## src/rtl/prewish_mask_student_pkg.sv

```systemverilog
// Shared definitions for the prewish mask receiver: player state encoding and default widths.
package prewish_mask_student_pkg;

  typedef enum logic {
    ST_IDLE  = 1'b0,
    ST_SHIFT = 1'b1
  } state_t;

  localparam int DEF_SYSCLK_DIV_BITS = 3;
  localparam int DEF_FIFO_AW         = 2;
  localparam int MASK_W              = 8;

endpackage

```

## src/rtl/prewish_mask_fifo.sv

```systemverilog
// Synchronous FIFO for blink masks; head is the combinational read of the oldest entry.
module prewish_mask_fifo #(
  parameter int FIFO_AW = 2,
  parameter int W       = 8
) (
  input  logic         clk,
  input  logic         rst_n,
  input  logic         push,
  input  logic         pop,
  input  logic [W-1:0] din,
  output logic [W-1:0] head,
  output logic         full,
  output logic         empty
);

  localparam int DEPTH = 2 ** FIFO_AW;

  logic [W-1:0]       mem [DEPTH];
  logic [FIFO_AW-1:0] wr_ptr;
  logic [FIFO_AW-1:0] rd_ptr;
  logic [FIFO_AW:0]   count;

  // NOTE: sequential state uses non-blocking assignments so every register samples pre-edge values.
  always_ff @(posedge clk or negedge rst_n) begin
    if (!rst_n) begin
      wr_ptr <= '0;
      rd_ptr <= '0;
      count  <= '0;
    end else begin
      if (push) wr_ptr <= wr_ptr + 1'b1;
      if (pop)  rd_ptr <= rd_ptr + 1'b1;
      case ({push, pop})
        2'b10:   count <= count + 1'b1;
        2'b01:   count <= count - 1'b1;
        default: count <= count;
      endcase
    end
  end

  // NOTE: storage is not reset; pointers and count define validity, so the array can map to plain RAM.
  always_ff @(posedge clk) begin
    if (push) mem[wr_ptr] <= din;
  end

  assign head  = mem[rd_ptr];
  // count never exceeds DEPTH, so its top bit alone marks full.
  assign full  = count[FIFO_AW];
  assign empty = (count == '0);

endmodule

```

## src/rtl/prewish_mask_student.sv

```systemverilog
// Mask-load receiver and LED player. Optional overrun counter: define PREWISH_OVERRUN_CNT_EN.
module prewish_mask_student
  import prewish_mask_student_pkg::*;
#(
  parameter int SYSCLK_DIV_BITS = DEF_SYSCLK_DIV_BITS,
  parameter int FIFO_AW         = DEF_FIFO_AW
) (
  input  logic              CLK_I,
  input  logic              RST_I,
  input  logic              STB_I,
  input  logic [MASK_W-1:0] DAT_I,
  output logic              ACK_O,
  output logic              o_led,
  output logic              o_busy,
  output logic              o_full
`ifdef PREWISH_OVERRUN_CNT_EN
  ,
  output logic [7:0]        o_ovr_cnt
`endif
);

  logic                       stb_q;
  logic                       push_req;
  logic                       push;
  logic                       pop;
  logic                       fifo_full;
  logic                       fifo_empty;
  logic [MASK_W-1:0]          head;
  state_t                     state;
  logic [SYSCLK_DIV_BITS-1:0] presc;
  logic [2:0]                 bit_idx;
  logic [MASK_W-1:0]          shreg;
  logic                       bit_end;
  logic                       frame_end;

  assign push_req  = STB_I & ~stb_q;
  assign bit_end   = (presc == '1);
  assign frame_end = (state == ST_SHIFT) & bit_end & (bit_idx == 3'd0);
  assign pop       = ~fifo_empty & ((state == ST_IDLE) | frame_end);
  // A full queue still accepts when the player frees a slot in the same cycle.
  assign push      = push_req & (~fifo_full | pop);

  prewish_mask_fifo #(
    .FIFO_AW (FIFO_AW),
    .W       (MASK_W)
  ) u_fifo (
    .clk   (CLK_I),
    .rst_n (RST_I),
    .push  (push),
    .pop   (pop),
    .din   (DAT_I),
    .head  (head),
    .full  (fifo_full),
    .empty (fifo_empty)
  );

  always_ff @(posedge CLK_I or negedge RST_I) begin
    if (!RST_I) begin
      stb_q <= 1'b0;
      ACK_O <= 1'b0;
    end else begin
      stb_q <= STB_I;
      ACK_O <= push;
    end
  end

  always_ff @(posedge CLK_I or negedge RST_I) begin
    if (!RST_I) begin
      state   <= ST_IDLE;
      presc   <= '0;
      bit_idx <= 3'd7;
      shreg   <= '0;
      o_led   <= 1'b0;
    end else begin
      case (state)
        ST_IDLE: begin
          o_led <= 1'b0;
          if (!fifo_empty) begin
            shreg   <= head;
            presc   <= '0;
            bit_idx <= 3'd7;
            o_led   <= head[MASK_W-1];
            state   <= ST_SHIFT;
          end
        end
        ST_SHIFT: begin
          presc <= presc + 1'b1;
          if (bit_end) begin
            // bit_idx wraps 0 -> 7 at frame end, restarting the frame either way.
            bit_idx <= bit_idx - 1'b1;
            if (frame_end && !fifo_empty) begin
              shreg <= head;
              o_led <= head[MASK_W-1];
            end else begin
              shreg <= {shreg[MASK_W-2:0], shreg[MASK_W-1]};
              o_led <= shreg[MASK_W-2];
            end
          end
        end
        default: state <= ST_IDLE;
      endcase
    end
  end

  assign o_busy = (state == ST_SHIFT);
  assign o_full = fifo_full;

`ifdef PREWISH_OVERRUN_CNT_EN
  always_ff @(posedge CLK_I or negedge RST_I) begin
    if (!RST_I) begin
      o_ovr_cnt <= 8'h00;
    end else if (push_req && !push && o_ovr_cnt != 8'hFF) begin
      o_ovr_cnt <= o_ovr_cnt + 8'h01;
    end
  end
`endif

endmodule

```

## config.mk

```make
export PLATFORM = sky130hd
export DESIGN_NAME = prewish_mask_student
export DESIGN_NICKNAME = d
export VERILOG_FILES = /design/src/rtl/prewish_mask_student_pkg.sv /design/src/rtl/prewish_mask_fifo.sv /design/src/rtl/prewish_mask_student.sv
export SDC_FILE = /design/constraint.sdc
export NUM_CORES = 1
export LEC_CHECK = 0
export ABC_AREA = 1
export CAP_MARGIN = 20
export CORE_ASPECT_RATIO = 1.4
export CORE_MARGIN = 5
export CORE_UTILIZATION = 53
export CTS_BUF_LIST = sky130_fd_sc_hd__clkbuf_16
export DETAILED_ROUTE_END_ITERATION = 8
export PLACE_DENSITY = 0.79
export SLEW_MARGIN = 30
export SYNTH_ARGS = -nofsm -noshare
export SYNTH_HDL_FRONTEND = slang
export SYNTH_SLANG_ARGS = --single-unit
```

## constraint.sdc

```tcl
create_clock -name CLK_I -period 2.2 [get_ports CLK_I]
set_input_delay 0.66 -clock CLK_I [delete_from_list [all_inputs] [get_ports CLK_I]]
set_output_delay 0.66 -clock CLK_I [all_outputs]
set_load 0.05 [all_outputs]
```

* Word level (Yosys, flattened, before mapping) *
Memories as Yosys holds them, arrays and structs flattened.
Index checks and enable logic that the tools add are counted.

word-level totals
  RAM bits = 32
  output and inout port bits = 4
  memories kept = 1
  bits in registers = 25

memories
  memory      depth  bits a word  rd ports  clocked after memory_dff  write ports  line                     RTL
  u_fifo.mem  4      8            1         0                         1            prewish_mask_fifo.sv:18  logic [W-1:0] mem [DEPTH];

cells by class
  reduce and logical (&&, ||, !) cells = 6
  bitwise logic cells = 11
  equal/unequal tests = 5
  $add $sub $neg = 6
  mux-type cells = 18

operators by type and width
  kind                 number
  $mux 8               3
  $pmux 3 s2           3
  $pmux 8 s2           1
  $mux 3               3
  $mux 1               7
  $add 3x1->3 const B  2
  $logic_not 3->1      2
  $sub 3x1->3 const B  2
  $and 1x1->1          5
  $add 2x1->2 const B  2
  $not 1->1            4
  $eq 3x3->1 const B   1
  $eq 2x1->1 const B   1
  $eq 2x2->1 const B   1
  $ne 2x1->1 const B   1
  $ne 2x2->1 const B   1
  $or 1x1->1           2
  $pmux 1 s2           1
  $reduce_and 2->1     1
  $reduce_bool 2->1    1
  $logic_and 1x1->1    1
  $logic_not 1->1      1

* Longest topological paths before layout *
Gate-level depths: netlist (run 1).

  depth after elaboration = 9
  mapped depth = 13
  depth with buffers taken out = 12

* Hierarchy *
Synthesis (run 1) repeated with hierarchy kept, for this count alone.

second synthesis, totals
  cells, all modules = 255
  area, all modules = 2661.3 um^2

by module, submodules not included
  module                instances  area an instance (um^2)  cells each  sequential area each (um^2)
  prewish_mask_fifo     1          1704.1                   141         1136.1
  prewish_mask_student  1          957.2                    114         454.2

* Worst setup path after synthesis (run 1) *
OpenSTA, ideal clock, no wires.

  path type = reg2reg
  from = reg state (netlist: o_busy)
  to = reg u_fifo.count[2]
  data required time = 2.069 ns
  path buffers = 2
  data arrival time = 2.259 ns
  setup time = 0.131 ns
  path slack = -0.189 ns
  cell stages (with the launch flop) = 13
  cells stage by stage = dfrtp_1 > buf_6 > nand2_4 > nor2_4 > nand2_2 > buf_6 > nand3_4 > nand2_4 > ha_1 > fa_1 > a21oi_1 > o21ai_0 > xor2_1

between the ends
  longest elaborated chain between the ends = 8

RTL lines
  item                                             line                         RTL
  start, declared                                  prewish_mask_student.sv:29   state_t state;
  start signal, assigned                           prewish_mask_student.sv:69   state <= ST_IDLE;
  start signal, assigned                           prewish_mask_student.sv:83   state <= ST_SHIFT;
  start signal, assigned                           prewish_mask_student.sv:100  default: state <= ST_IDLE;
  $and 1x1->1 (2 in series)                        prewish_mask_student.sv:38   assign frame_end = (state == ST_SHIFT) & bit_end & (bit_idx == 3'd0);
  $or 1x1->1 (*)                                   prewish_mask_student.sv:39   assign pop = ~fifo_empty & ((state == ST_IDLE) | frame_end);
  $and 1x1->1 (*)                                  prewish_mask_student.sv:39
  $or 1x1->1                                       prewish_mask_student.sv:41   assign push = push_req & (~fifo_full | pop);
  $and 1x1->1                                      prewish_mask_student.sv:41
  $eq 2x1->1 or $eq 2x2->1 (tied branches)         prewish_mask_fifo.sv:32      case ({push, pop})
  $pmux 3 s2 or $reduce_bool 2->1 (tied branches)  n/a
  end signal, assigned                             prewish_mask_fifo.sv:33      2'b10: count <= count + 1'b1;
  end signal, assigned                             prewish_mask_fifo.sv:34      2'b01: count <= count - 1'b1;
  end signal, assigned                             prewish_mask_fifo.sv:35      default: count <= count;
  end, declared                                    prewish_mask_fifo.sv:21      logic [FIFO_AW:0] count;

Every way passes the cells marked *; elsewhere a longest branch is shown, timed or not.
A chain may end at the register's enable or synchronous reset.

* Final worst setup path (run 1) *
  from = reg o_led
  to = out o_led

RTL lines
  item                    line                        RTL
  start, declared         prewish_mask_student.sv:13  output logic o_led,
  start signal, assigned  prewish_mask_student.sv:82  o_led <= head[MASK_W-1];
  start signal, assigned  prewish_mask_student.sv:93  o_led <= head[MASK_W-1];
  start signal, assigned  prewish_mask_student.sv:96  o_led <= shreg[MASK_W-2];

No word-level cell between the ends.

==> reports/metrics.cfg, run 1 <==
[timing]
rsz0062_at_grt=false
finalMaxSlewViolations=0
fin_crit_sh_pct=96.2
whs_ns=0.479
max_slew_margin_pct=66.9
min_period_ns=2.12
max_freq_mhz=472
finalSetupViolCount=0
finalHoldViolations=0
tightest_slew_ns=0.496
fin_setup_tns_ns=0
clock_skew_ns=0.00588
fin_ws_ns=0.0829

[worst_setup_path]
reg2reg_depth=12
cp.required_ns=1.54
r2r_start=presc[1]
cp.buffers_inverters=1
end_kind=primary output
worstPathMaxFanout=2
regToRegSetupSlack_ns=0.12
cpLargestDelayFamily=buffers and inverters
path_class=register to primary output
critPathSlowestCell=clkdlybuf4s50_1
startpoint_type=register
cp.arrival_ns=1.46
cp_cell_sequence=clkdlybuf4s50_1
critPathMaxStageDelay_ns=0.80
reg2reg_to=u_fifo.count[2]

[pwr]
p_leak_nw=1.45
p_switching_mw=0.752
p_per_area_nw_per_um2=919
vdd_drop_max_uv=597
combPwrFrac_pct=13.5
intPower_mw=2.18
p_total_mw=2.93
clockPowerShare_pct=42.5
swShare_pct=25.6
seqPwrFrac_pct=44.1

[final_layout]
post-route-util_pct=66.5
stdcell_area_um2=3190
final_common_cell=nand2_1
mostFrequentLayoutCells=nand2_1, nand3_1, edfxtp_1, inv_1, dfrtp_1
fillers=379
antennaDiodeCount=0
fin_cells=349
finalNetCount=301
area_delta_synth_final_pct=22.4
layout-drive-gt1-share_pct=20.0

[floorplan]
die_area_um2=6450
num_io_pins=15
coreArea_um2=4800
die_h_um=93.0
rows=30
start_util_pct=54.3
die_w_um=69.3

[cts]
h-tree-depth=3
cts_root_buf=clkbuf_16
cts_inserted_buffers=9
clk_latency_ns=0.32
cts.sinks=57
cts_tree=yes
hold_buffers=0
cts_buffer_depth=2
path_clk_slew_ns=0.05

[place]
place_area_um2=2890
place_inst=332
dp_slack_ns=-0.339
portBuffers=14
hpwlAfterDp_um=3120
place.gp.congestion=0.721

[grt]
grt_pass1_wl_um=8020
grt_max_degree=26
overflow=0
antenna_found_initial=0
grt_pass1_vias=1784
grt_use_total_pct=16.5

[detailed_routing]
remaining_drc_errors=0
wirelength_um=4600
final_antenna_net_count=0
vias_per_cell=5.05
vias=1762
drt-initial-drc-count=113
first_pass_iters=5
post_drt_wl_per_cell_um=13.2

[hold_path]
worstHoldPathCells=2
whs_endpoint=bit_idx[2]
min-delay-path-class=register to register
holdCritStartpoint=bit_idx[2]

[run_status]
status=completed

[yosys]
synthesis.nets=269
yosysWarnings=0
ys_types=27
syn_avg_cell_area_um2=10.5
synth-seq-area-share_pct=61.0
synth_area_um2=2610
synthCells=248
ys_seq_elements=57

[job]
cap_violations=0

## flip-flops by register name, indices dropped and copies added, names as in the netlist
register	cells
u_fifo.wr_ptr	2
ACK_O	1
stb_q	1
o_led	1
u_fifo.mem	32
o_busy	1
u_fifo.count	3
shreg	8
u_fifo.rd_ptr	2
presc	3
bit_idx	3
## Yosys cell counts, drive strengths merged
library cell | number | area share, %
a21oi | 3 | 0.58
dfrtp | 22 | 21
nor2 | 9 | 1.6
clkbuf | 1 | 0.14
nand2 | 83 | 14
xnor2 | 1 | 0.34
xor2 | 2 | 0.67
ha | 9 | 4.3
a22o | 2 | 0.67
o21ai | 3 | 0.58
buf | 6 | 1.8
edfxtp | 32 | 37
dfstp | 3 | 3.0
nand3 | 40 | 8.6
inv | 28 | 4.0
a22oi | 1 | 0.29
clkinv | 1 | 0.14
nand4 | 1 | 0.82
fa | 1 | 0.77
## power groups by stage
stage	logic, mW	clock network [mW]	registers [mW]
global placement	0.374	0	1.31
CTS	0.397	1.28	1.29
global route	0.441	1.32	1.30
detailed placement	0.396	0	1.31
finish	0.395	1.25	1.29
floorplan	0.230	0	1.33
## kinds of logic (layout without fill, tap and decap cells)
kind of cell | after synthesis | count (layout) | synth area share (%)
AOI/OAI and AO/OA | 9 | 9 | 2.11
xor gates and xnor gates | 3 | 3 | 1.01
adders and majority gates | 10 | 10 | 5.08
DFF | 57 | 57 | 61.0
buffers and inverters | 36 | 73 | 6.14
and+or+nand+nor | 133 | 133 | 24.7
## what timing repair did
item	4_1_cts	5_1_grt
setup endpoints to repair	1	1
resized for setup	0	5
endpoints found under the hold margin	0	0
buffers inserted	1	0
## how the worst max path moves through the flow
| stage | start | end | slack (ns) | cells after the start |
|---|---|---|---|---|
| finish | o_led | o_led | 0.08 | 1 |
| global route | presc[1] | u_fifo.count[2] | 0.005 | 12 |
| global placement | STB_I | u_fifo.count[2] | -0.25 | 9 |
| floorplan | presc[0] | u_fifo.count[2] | 0.02 | 13 |
| detailed placement | STB_I | u_fifo.count[2] | -0.34 | 9 |
| CTS | STB_I | u_fifo.count[2] | 0.004 | 9 |
## final cells by class
type	count	area [µm²]	area share, %
inverter	29	109	3.41
sequential	57	1590	49.9
multi-input combinational	155	895	28.0
clock inverter	6	26.3	0.823
timing repair buffer	28	240	7.52
tap	64	80.1	2.51
clock buffer	10	250	7.84
## per-layer routing
layer / wire length [µm] / up-vias / GRT usage, %
met2: 2420 / 38 / 29.0
met3: 230 / 10 / 6.13
met1: 1830 / 841 / 16.8
met4: 124 / 0 / 9.28
met5: 0 / - / 0
li1: - / 873 / -
(Power assumes the default switching activity.)
==> run 2, diff against run 1 <==
RECOVER_POWER = 100   (was not set)
==> run 2 against run 1 <==
  * Maximum frequency hardly changed
  * Hold slack hardly changed
  * Design area is 1.6% lower
==> reports/metrics.cfg, run 2 (synthesized netlist as in run 1, its figures left out) <==
[final_layout]
fillers=390  ; was 379
reg_top3=u_fifo.mem x32, shreg x8  ; unchanged
mostFrequentLayoutCells=nand2_1, nand3_1, edfxtp_1, inv_1, dfrtp_1  ; unchanged
antennaDiodeCount=0  ; unchanged
layout-drive-gt1-share_pct=17.9  ; was 20.0%
stdcell_area_um2=3140  ; was 3190 µm²
post-route-util_pct=65.4  ; was 66.5%
regMostFlops=u_fifo.mem  ; unchanged
area_delta_synth_final_pct=20.5  ; was 22.4%
finalNetCount=301  ; unchanged
final_common_cell=nand2_1  ; unchanged
largest_reg_flops=32  ; unchanged
fin_cells=349  ; unchanged

[place]
place_inst=332  ; unchanged
dp_slack_ns=-0.339  ; unchanged
portBuffers=14  ; unchanged
place_area_um2=2890  ; unchanged
hpwlAfterDp_um=3120  ; unchanged
place.gp.congestion=0.721  ; unchanged

[grt]
grt_use_total_pct=16.5  ; unchanged
antenna_found_initial=0  ; unchanged
grt_max_degree=26  ; unchanged
grt_pass1_wl_um=8020  ; unchanged
overflow=0  ; unchanged
grt_pass1_vias=1784  ; unchanged

[cts]
cts_root_buf=clkbuf_16  ; unchanged
hold_buffers=0  ; unchanged
cts_tree=yes  ; unchanged
cts_buffer_depth=2  ; unchanged
h-tree-depth=3  ; unchanged
clk_latency_ns=0.32  ; about the same
path_clk_slew_ns=0.05  ; about the same
cts.sinks=57  ; unchanged
cts_inserted_buffers=9  ; unchanged

[floorplan]
start_util_pct=54.3  ; unchanged
die_h_um=93.0  ; unchanged
die_area_um2=6450  ; unchanged
rows=30  ; unchanged
coreArea_um2=4800  ; unchanged
num_io_pins=15  ; unchanged
die_w_um=69.3  ; unchanged

[worst_setup_path]
worstPathMaxFanout=2  ; unchanged
cpLargestDelayFamily=buffers and inverters  ; unchanged
path_class=register to primary output  ; unchanged
cp.depth=1  ; unchanged
reg2reg_depth=12  ; unchanged
cp.required_ns=1.54  ; about the same
critPathSlowestCell=clkdlybuf4s50_1  ; unchanged
cp_cell_sequence=clkdlybuf4s50_1  ; unchanged
cp.buffers_inverters=1  ; unchanged
end_kind=primary output  ; unchanged
critPathMaxStageDelay_ns=0.80  ; about the same
startpoint_type=register  ; unchanged
cp.arrival_ns=1.46  ; about the same

[pwr]
vdd_drop_max_uv=595  ; was 597 µV
p_leak_nw=1.43  ; was 1.45 nW
p_per_area_nw_per_um2=922  ; was 919 nW/µm²

[detailed_routing]
vias_per_cell=5.08  ; was 5.05
final_antenna_net_count=0  ; unchanged
remaining_drc_errors=0  ; unchanged
wirelength_um=4620  ; was 4600 µm
drt-initial-drc-count=83  ; was 113
vias=1772  ; was 1762
first_pass_iters=6  ; was 5
post_drt_wl_per_cell_um=13.2  ; about the same

[job]
cap_violations=0  ; unchanged

[timing]
finalSetupViolCount=0  ; unchanged
tightest_slew_ns=0.618  ; was 0.496 ns
clock_skew_ns=0.00590  ; was 0.00588 ns
finalHoldViolations=0  ; unchanged
max_freq_mhz=473  ; was 472 MHz
fin_crit_sh_pct=96.2  ; about the same
max_slew_margin_pct=58.8  ; was 66.9%
min_period_ns=2.12  ; about the same
fin_ws_ns=0.0846  ; was 0.0829 ns
finalMaxSlewViolations=0  ; unchanged

[run_status]
status=completed  ; unchanged

[hold_path]
worstHoldPathCells=2  ; unchanged
min-delay-path-class=register to register  ; unchanged

run 2: changes by cell type in the layout (fill, tap and decap cells not counted), sizes merged:
cell / previous run / this run
clkbuf: 10 / 20
clkdlybuf4s50: 12 / 3
buf: 16 / 6
dlygate4sd3: 0 / 9
run 2: layer usage:
layer  routed length, µm  vias to the layer above  GRT usage (%)
li1                    -                      874              -
met1                1870                      848           16.8
met2                2420                       42           29.0
met3                 221                        8           6.13
met4                 107                        0           9.28
met5                   0                        -              0
run 2: layout make-up:
class	count	area [µm²]	share of cell area [%]
well taps	64	80.1	2.55
clock buffers	10	250	7.96
repair buffers	28	210	6.69
flip-flops and latches	57	1590	50.7
multi-input cells	155	875	27.8
clock inverters	6	26.3	0.836
inverters	29	109	3.46
run 2: timing repair:
item,in CTS,in global routing
cloned,0,0
pin swaps,0,0
endpoints found under the setup margin,1,1
resized for setup,0,5
buffers inserted,1,0
run 2: final timing paths:
kind / from / end / slack (ns)
min in group asynchronous: RST_I / u_fifo.count[0] / 0.88
min: bit_idx[2] / bit_idx[2] / 0.48
max reg2reg: presc[1] / u_fifo.count[2] / 0.12
min reg2reg: bit_idx[2] / bit_idx[2] / 0.48
max: o_led / o_led / 0.08
max in group asynchronous: RST_I / o_busy / 0.87
run 2: power breakdown:
group | switching [mW] | internal [mW]
sequential | 0.0718 | 1.22
combinational | 0.229 | 0.131
clock | 0.436 | 0.809
run 2: per-stage QoR:
stage          setup TNS (ns)  power, mW  hold slack [ns]
2_1_floorplan               0       1.56            0.364
3_3_place_gp           -0.377       1.68            0.461
3_5_place_dp            -2.04       1.70            0.471
4_1_cts                     0       2.97            0.483
5_1_grt              -0.00223       3.03            0.525
6_report                    0       2.90            0.479
